[config.mk]
export PLATFORM = sky130hd
export DESIGN_NAME = ahb_gnss_search_sequencer
export DESIGN_NICKNAME = d
export VERILOG_FILES = /design/src/rtl/ahb_gnss_search_sequencer_pkg.sv /design/src/rtl/ahb_gnss_search_sequencer_ahb_single_master.sv /design/src/rtl/ahb_gnss_search_sequencer.sv
export SDC_FILE = /design/constraint.sdc
export NUM_CORES = 1
export LEC_CHECK = 0
export CORE_UTILIZATION = 58
export DETAILED_ROUTE_END_ITERATION = 8
export DONT_BUFFER_PORTS = 1
export PLACE_DENSITY = 0.86
export RECOVER_POWER = 25
export REMOVE_ABC_BUFFERS = 1
export SYNTH_ARGS = -nofsm -noshare
export SYNTH_HDL_FRONTEND = slang
export SYNTH_HIERARCHICAL = 1
export SYNTH_SLANG_ARGS = --single-unit
[constraint.sdc]
create_clock -name hclk -period 2.6 [get_ports hclk]
set_clock_uncertainty 0.15 [all_clocks]
set_input_delay 0.26 -clock hclk [delete_from_list [all_inputs] [get_ports hclk]]
set_output_delay 0.26 -clock hclk [all_outputs]
set_load 0.01 [all_outputs]
[src/rtl/ahb_gnss_search_sequencer_pkg.sv]
// Shared GNSS search register map, status bits and bus/sequencer types.
package ahb_gnss_search_sequencer_pkg;
  typedef logic [4:0]  sv_t;
  typedef logic [31:0] word_t;
  typedef enum logic [1:0] {HT_IDLE = 2'b00, HT_NONSEQ = 2'b10} htrans_t;

  localparam word_t SEARCH_STATUS = 32'h0;
  localparam word_t SEARCH_SV     = 32'h4;
  localparam word_t SEARCH_DOP    = 32'h8;
  localparam word_t SEARCH_CODE   = 32'hC;
  localparam word_t SEARCH_CORR   = 32'h10;

  localparam int STAT_START = 0;
  localparam int STAT_DONE  = 1;

  // Writing both bits kicks off a search and clears the stale done flag.
  localparam word_t START_CMD = (word_t'(1) << STAT_START) | (word_t'(1) << STAT_DONE);

  typedef enum logic [3:0] {
    S_IDLE, S_WR_SV, S_WR_START, S_GAP, S_RD_STATUS,
    S_RD_DOP, S_RD_CODE, S_RD_CORR, S_EMIT, S_FINISH
  } seq_state_t;
endpackage

[src/rtl/ahb_gnss_search_sequencer_ahb_single_master.sv]
// Single-outstanding AHB-Lite transfer engine: address phase, then data phase.
module ahb_single_master
  import ahb_gnss_search_sequencer_pkg::*;
(
  input  logic       hclk,
  input  logic       rst,
  input  logic       req,
  input  word_t      addr,
  input  logic       write,
  input  word_t      wdata,
  output logic       done,
  output word_t      rdata,
  output logic       err,
  output word_t      haddr,
  output logic [1:0] htrans,
  output logic       hwrite,
  output word_t      hwdata,
  input  word_t      hrdata,
  input  logic       hready,
  input  logic       hresp
);
  typedef enum logic [1:0] {E_IDLE, E_ADDR, E_DATA} phase_t;
  phase_t phase;

  always_ff @(posedge hclk) begin
    if (rst) begin
      phase  <= E_IDLE;
      haddr  <= '0;
      htrans <= HT_IDLE;
      hwrite <= 1'b0;
      hwdata <= '0;
      done   <= 1'b0;
      rdata  <= '0;
      err    <= 1'b0;
    end else begin
      done <= 1'b0;
      err  <= 1'b0;
      case (phase)
        // req is still high in the cycle done pulses; don't re-issue it.
        E_IDLE: if (req && !done) begin
          haddr  <= addr;
          hwrite <= write;
          htrans <= HT_NONSEQ;
          if (write) hwdata <= wdata;
          phase  <= E_ADDR;
        end
        E_ADDR: if (hready) begin
          htrans <= HT_IDLE;
          phase  <= E_DATA;
        end
        E_DATA: if (hresp) begin
          done  <= 1'b1;
          err   <= 1'b1;
          phase <= E_IDLE;
        end else if (hready) begin
          done  <= 1'b1;
          rdata <= hrdata;
          phase <= E_IDLE;
        end
        default: phase <= E_IDLE;
      endcase
    end
  end
endmodule

[src/rtl/ahb_gnss_search_sequencer.sv]
// AHB manager sweeping a PRN range through the GNSS search block, one record per SV.
module ahb_gnss_search_sequencer
  import ahb_gnss_search_sequencer_pkg::*;
#(
  parameter word_t BASE_ADDR  = 32'h2004_0100,
  parameter int    POLL_GAP   = 16,
  parameter int    POLL_LIMIT = 4096
)(
  input  logic        hclk,
  input  logic        rst,
  input  logic        start,
  input  logic [4:0]  sv_first,
  input  logic [4:0]  sv_last,
  output logic        busy,
  output logic        sweep_done,
  output logic        bus_err,
  output logic [31:0] haddr,
  output logic [1:0]  htrans,
  output logic        hwrite,
  output logic [1:0]  hsize,
  output logic [2:0]  hburst,
  output logic [31:0] hwdata,
  input  logic [31:0] hrdata,
  input  logic        hready,
  input  logic        hresp,
  output logic        res_valid,
  input  logic        res_ready,
  output logic [4:0]  res_sv,
  output logic [31:0] res_dop,
  output logic [31:0] res_code,
  output logic [31:0] res_corr,
  output logic        res_timeout
);
  seq_state_t  state;
  sv_t         cur_sv, last_sv;
  logic [15:0] gap_cnt, polls;
  logic        req, write, done, err;
  word_t       addr, wdata, rdata;

  assign hsize  = 2'b10;
  assign hburst = 3'b000;

  always_comb begin
    req   = 1'b1;
    write = 1'b0;
    wdata = '0;
    addr  = BASE_ADDR + SEARCH_STATUS;
    case (state)
      S_WR_SV:     begin write = 1'b1; addr = BASE_ADDR + SEARCH_SV; wdata = {27'b0, cur_sv}; end
      S_WR_START:  begin write = 1'b1; wdata = START_CMD; end
      S_RD_STATUS: ;
      S_RD_DOP:    addr = BASE_ADDR + SEARCH_DOP;
      S_RD_CODE:   addr = BASE_ADDR + SEARCH_CODE;
      S_RD_CORR:   addr = BASE_ADDR + SEARCH_CORR;
      default:     req = 1'b0;
    endcase
  end

  ahb_single_master u_mst (
    .hclk, .rst, .req, .addr, .write, .wdata, .done, .rdata, .err,
    .haddr, .htrans, .hwrite, .hwdata, .hrdata, .hready, .hresp
  );

  always_ff @(posedge hclk) begin
    if (rst) begin
      state <= S_IDLE;
      cur_sv <= '0; last_sv <= '0; gap_cnt <= '0; polls <= '0;
      busy <= 1'b0; sweep_done <= 1'b0; bus_err <= 1'b0;
      res_valid <= 1'b0; res_sv <= '0; res_dop <= '0; res_code <= '0;
      res_corr <= '0; res_timeout <= 1'b0;
    end else begin
      sweep_done <= 1'b0;
      // An error response ends the sweep from any bus state; the SV gets no record.
      if (done && err) begin
        bus_err    <= 1'b1;
        sweep_done <= 1'b1;
        state      <= S_FINISH;
      end else begin
        case (state)
          S_IDLE: if (start) begin
            cur_sv  <= sv_first;
            last_sv <= (sv_first > sv_last) ? sv_first : sv_last;
            bus_err <= 1'b0;
            busy    <= 1'b1;
            state   <= S_WR_SV;
          end
          S_WR_SV: if (done) state <= S_WR_START;
          S_WR_START: if (done) begin
            polls   <= '0;
            gap_cnt <= '0;
            state   <= S_GAP;
          end
          S_GAP: begin
            gap_cnt <= gap_cnt + 16'd1;
            if (gap_cnt == 16'(POLL_GAP - 1)) state <= S_RD_STATUS;
          end
          S_RD_STATUS: if (done) begin
            if (rdata[STAT_DONE]) state <= S_RD_DOP;
            else if (polls == 16'(POLL_LIMIT - 1)) begin
              res_timeout <= 1'b1;
              res_dop <= '0; res_code <= '0; res_corr <= '0;
              res_sv <= cur_sv; res_valid <= 1'b1;
              state <= S_EMIT;
            end else begin
              polls   <= polls + 16'd1;
              gap_cnt <= '0;
              state   <= S_GAP;
            end
          end
          S_RD_DOP:  if (done) begin res_dop  <= rdata; state <= S_RD_CODE; end
          S_RD_CODE: if (done) begin res_code <= rdata; state <= S_RD_CORR; end
          S_RD_CORR: if (done) begin
            res_corr <= rdata; res_timeout <= 1'b0;
            res_sv <= cur_sv; res_valid <= 1'b1;
            state <= S_EMIT;
          end
          // Equality test (not wrap) ends a sweep that reaches SV 31.
          S_EMIT: if (res_ready) begin
            res_valid <= 1'b0;
            if (cur_sv == last_sv) begin
              sweep_done <= 1'b1;
              state      <= S_FINISH;
            end else begin
              cur_sv <= cur_sv + 5'd1;
              state  <= S_WR_SV;
            end
          end
          S_FINISH: begin
            busy  <= 1'b0;
            state <= S_IDLE;
          end
          default: state <= S_IDLE;
        endcase
      end
    end
  end
endmodule

==> results by group <==
Cells and area
  – Number of inserted diodes: 0
  – Final Instance Area: 0.0122 mm^2
  – Share of cells above drive strength 1: 8.53%
  – Synth-to-Final Area Change: 19.4%
  – Fillers: 1273
  – Fin nets: 1349
  – Post-route insts no fill: 1538

Routing
  – Remaining design rule violation count: 0
  – Post-detailed-route wirelength per cell: 18.4 um
  – Iteration count of the initial detailed-routing pass: 5
  – Wire length reported by the detailed router: 28.3 mm
  – Antenna viol nets, final: 0
  – Vias: 9354
  – Vias/cell: 6.08
  – Iteration-0 DRC Markers: 943

Synthesis
  – Most common flop cell mapped by yosys: dfxtp_1
  – Post-synth design cell area: 0.0102 mm^2
  – Synthesized instance count: 1209
  – Number of synthesized flops with an enable pin: 0
  – Sequential element share of the synthesized area: 49.7%
  – Syn avg cell area: 8.45 um^2
  – Register bit total from synthesis: 254
  – Number of library cell types mapped by synthesis: 65
  – Share of flip-flops with an asynchronous set or reset: 0%
  – Synthesis warning total: 6

Outcome
  – Outcome: complete, but fails checks
  – Failing checks: negative hold slack

GRT
  – Via count of the first global-routing pass: 8686
  – Congestion Overflow GR: 0
  – Initial antenna violation count: 0
  – Largest net degree at the start of global routing: 185
  – Global routing usage summed across all routing layers: 29.6%
  – Global-route wire length before repair: 43.8 mm

Place
  – Final weighted congestion in routability-driven placement: 0.894
  – Input/output buffers: 0
  – DP HPWL: 16.2 mm
  – Placed insts: 1429
  – Placed Area: 0.0106 mm^2

Worst setup path
  – Kind of cell with the highest combined delay on the critical path: buffers and inverters
  – Endpoint type of the worst setup path: flip-flop
  – Required arrival time at the worst endpoint: 2.85 ns
  – Cell Chain, Critical Path: buf_4 -> or3_4 -> nor2_2 -> mux2_2 -> mux2i_1 -> nor2_1 -> dlygate4sd3_1
  – Total buffers and inverters traversed by the critical path: 2
  – Kind of start point of the critical path: flip-flop
  – Capture instance of the worst register-to-register path: cur_sv[1]
  – Startpoint of the worst register-to-register path: state[0]
  – Crit Path Class: reg -> reg
  – Crit-path max cell delay: 0.55 ns
  – CP arrival: 2.71 ns
  – Worst-path maximum fanout: 10
  – Worst-case register-to-register setup slack: 0.14 ns
  – Depth of the worst register-to-register path: 7
  – Launch point of the critical path: state[0]
  – CP max-delay cell: dlygate4sd3_1

Power
  – PD cells: 936 mW/mm^2
  – Standby leakage power: 0.00442 uW
  – Switch share: 32.1%
  – VDD IR max: 710 uV
  – Total net switching power: 3670 uW
  – Logic pwr share: 22.3%
  – Int Pwr: 7750 uW
  – Total power draw: 11400 uW
  – Part of the total power dissipated in sequential elements: 41.1%
  – Proportion of power drawn by the clock network: 36.5%

Floorplanning
  – Die area: 0.0182 mm^2
  – Initial standard-cell utilization of the core: 59.3%
  – Placement Rows: 48
  – Width of the chip: 135 um
  – Core Area: 0.0172 mm^2
  – Die Ht: 135 um
  – Top-level port count: 226

Timing
  – Setup-violating endpoint count in the final report: 0
  – Worst hold margin: -0.354 ns
  – Slew at the pin with the worst max-slew slack: 0.881 ns
  – Max Transition Viols Final: 0
  – Maximum clock frequency: 0.407 GHz
  – Fraction of the cycle the final worst path needs: 94.5%
  – Final critical-path required period: 2.46 ns
  – Fin. Hold Viols: 139
  – Rel. slew slack: 41.1%
  – Setup repair after global routing missed its margin: false

Min path
  – Worst-case hold path end point: res_code[29]
  – Worst Min Path Start: rst
  – Worst hold path type: in -> reg
  – Number of cells on the worst hold path: 1

Clock tree
  – TritonCTS clock tree: built
  – Post CTS Setup Buffer Count: 0
  – Clock latency of the later-clocked register in the worst-skew pair: 0.53 ns
  – Number of buffers added by the clock tree synthesis step: 26
  – Number of buffers between clock root and the deepest sink: 3
  – Clock Tree Root: clkbuf_16
  – H-tree lvl count: 1
  – Clk sink count: 254
  – Clock-pin slew on the worst setup and hold paths: 0.06 ns
  – Cts-stage hold buffer count: 59

Job
  – Max cap viols: 0
## per-layer routing
| layer | vias to the layer above | global-route usage (%) | wire length [um] |
|---|---|---|---|
| met1 | 4428 | 35.7 | 10600 |
| met5 | - | 0 | 0 |
| met2 | 490 | 50.3 | 13900 |
| li1 | 4342 | - | - |
| met4 | 0 | 12.3 | 1040 |
| met3 | 94 | 7.24 | 2750 |
## layout make-up
class | count | area [um^2] | share of cell area (%)
flip-flops and latches | 254 | 5080 | 41.7
clock buffers | 30 | 696 | 5.70
well taps | 225 | 282 | 2.31
clock inverters | 18 | 283 | 2.32
repair buffers | 94 | 878 | 7.20
multi-input cells | 903 | 4920 | 40.4
inverters | 14 | 52.6 | 0.431
## stage by stage
step | worst slack [ns] | util (%) | setup TNS (ns) | hold slack (ns)
finish | 0.142 | 70.8 | 0 | -0.354
global route | 0.0289 | 70.8 | 0 | -0.374
CTS | 0.0590 | 70.4 | 0 | -0.366
detailed placement | 0.144 | 61.3 | 0 | 0.190
global placement | 0.255 | 61.3 | 0 | 0.188
floorplan | -2.85 | - | -145.71 | 0.179
## registers in the layout (all words and copies together) (netlist names), 2 cells and up
register      flops
last_sv           5
u_mst/rdata      32
res_code         32
u_mst/phase       2
gap_cnt          16
polls            16
u_mst/haddr      32
res_dop          32
res_sv            5
cur_sv            5
u_mst/hwdata     32
state             4
res_corr         32
## timing repair
action	CTS	global route
hold endpoints to repair	194	139
endpoints found under the setup margin	0	30
resized for setup	0	10
## synthesized netlist by cell type, types with 12 or more instances
| library cell | number | area (um^2) |
|---|---|---|
| dfxtp_1 | 254 | 5080 |
| nand2_1 | 223 | 837 |
| a21oi_1 | 189 | 946 |
| nand3_1 | 109 | 546 |
| clkbuf_1 | 56 | 210 |
| nor2_1 | 43 | 161 |
| a22o_1 | 35 | 307 |
| o21ai_0 | 35 | 175 |
| buf_2 | 23 | 115 |
| o21ai_1 | 21 | 105 |
| xnor2_1 | 21 | 184 |
| mux2i_1 | 18 | 180 |
| nor3_1 | 16 | 80.1 |
| inv_1 | 14 | 52.6 |
| or3_1 | 12 | 75.1 |
## worst max path at each step
stage	to	cells after the start
after global placement	u_mst/hwdata[26]	6
after detailed placement	u_mst/hwdata[2]	6
after floorplan	u_mst/hwdata[0]	6
after global routing	u_mst/hwdata[3]	6
after CTS	cur_sv[2]	7
final	cur_sv[1]	7
## cell families after synthesis
logic type,synth area share [%]
AOI/OAI and AO/OA,18.6
xor gates and xnor gates,1.80
adders and majority gates,0.979
buffers and inverters,5.39
DFF,49.7
muxes,1.87
other,0.110
and+or+nand+nor,21.5
## cell usage in the layout, fill, tap and decap left out, types with 5 or more instances in the layout
cell | Yosys | final
a211oi_1 | 7 | 7
a21oi_1 | 189 | 186
a22o_1 | 35 | 35
buf_4 | 10 | 33
bufinv_16 | 0 | 7
clkbuf_16 | 0 | 26
clkinv_2 | 0 | 8
conb_1 | 3 | 62
dfxtp_1 | 254 | 254
dlygate4sd3_1 | 0 | 59
ha_1 | 8 | 8
inv_1 | 14 | 14
mux2i_1 | 18 | 18
nand2_1 | 223 | 223
nand2b_1 | 7 | 7
nand3_1 | 109 | 108
nand4_1 | 9 | 9
nor2_1 | 43 | 40
nor2b_1 | 5 | 5
nor3_1 | 16 | 14
nor4_1 | 6 | 6
o21ai_0 | 35 | 35
o21ai_1 | 21 | 20
or3_1 | 12 | 11
xnor2_1 | 21 | 21
## power groups by stage
stage	combinational (uW)	sequential, uW	clock [uW]
floorplan	1490	4660	0
global placement	2200	4750	0
detailed placement	2230	4770	0
CTS	2340	4680	4200
global route	2810	4740	4400
finish	2550	4690	4170
Power figures use the tool's default switching activity.
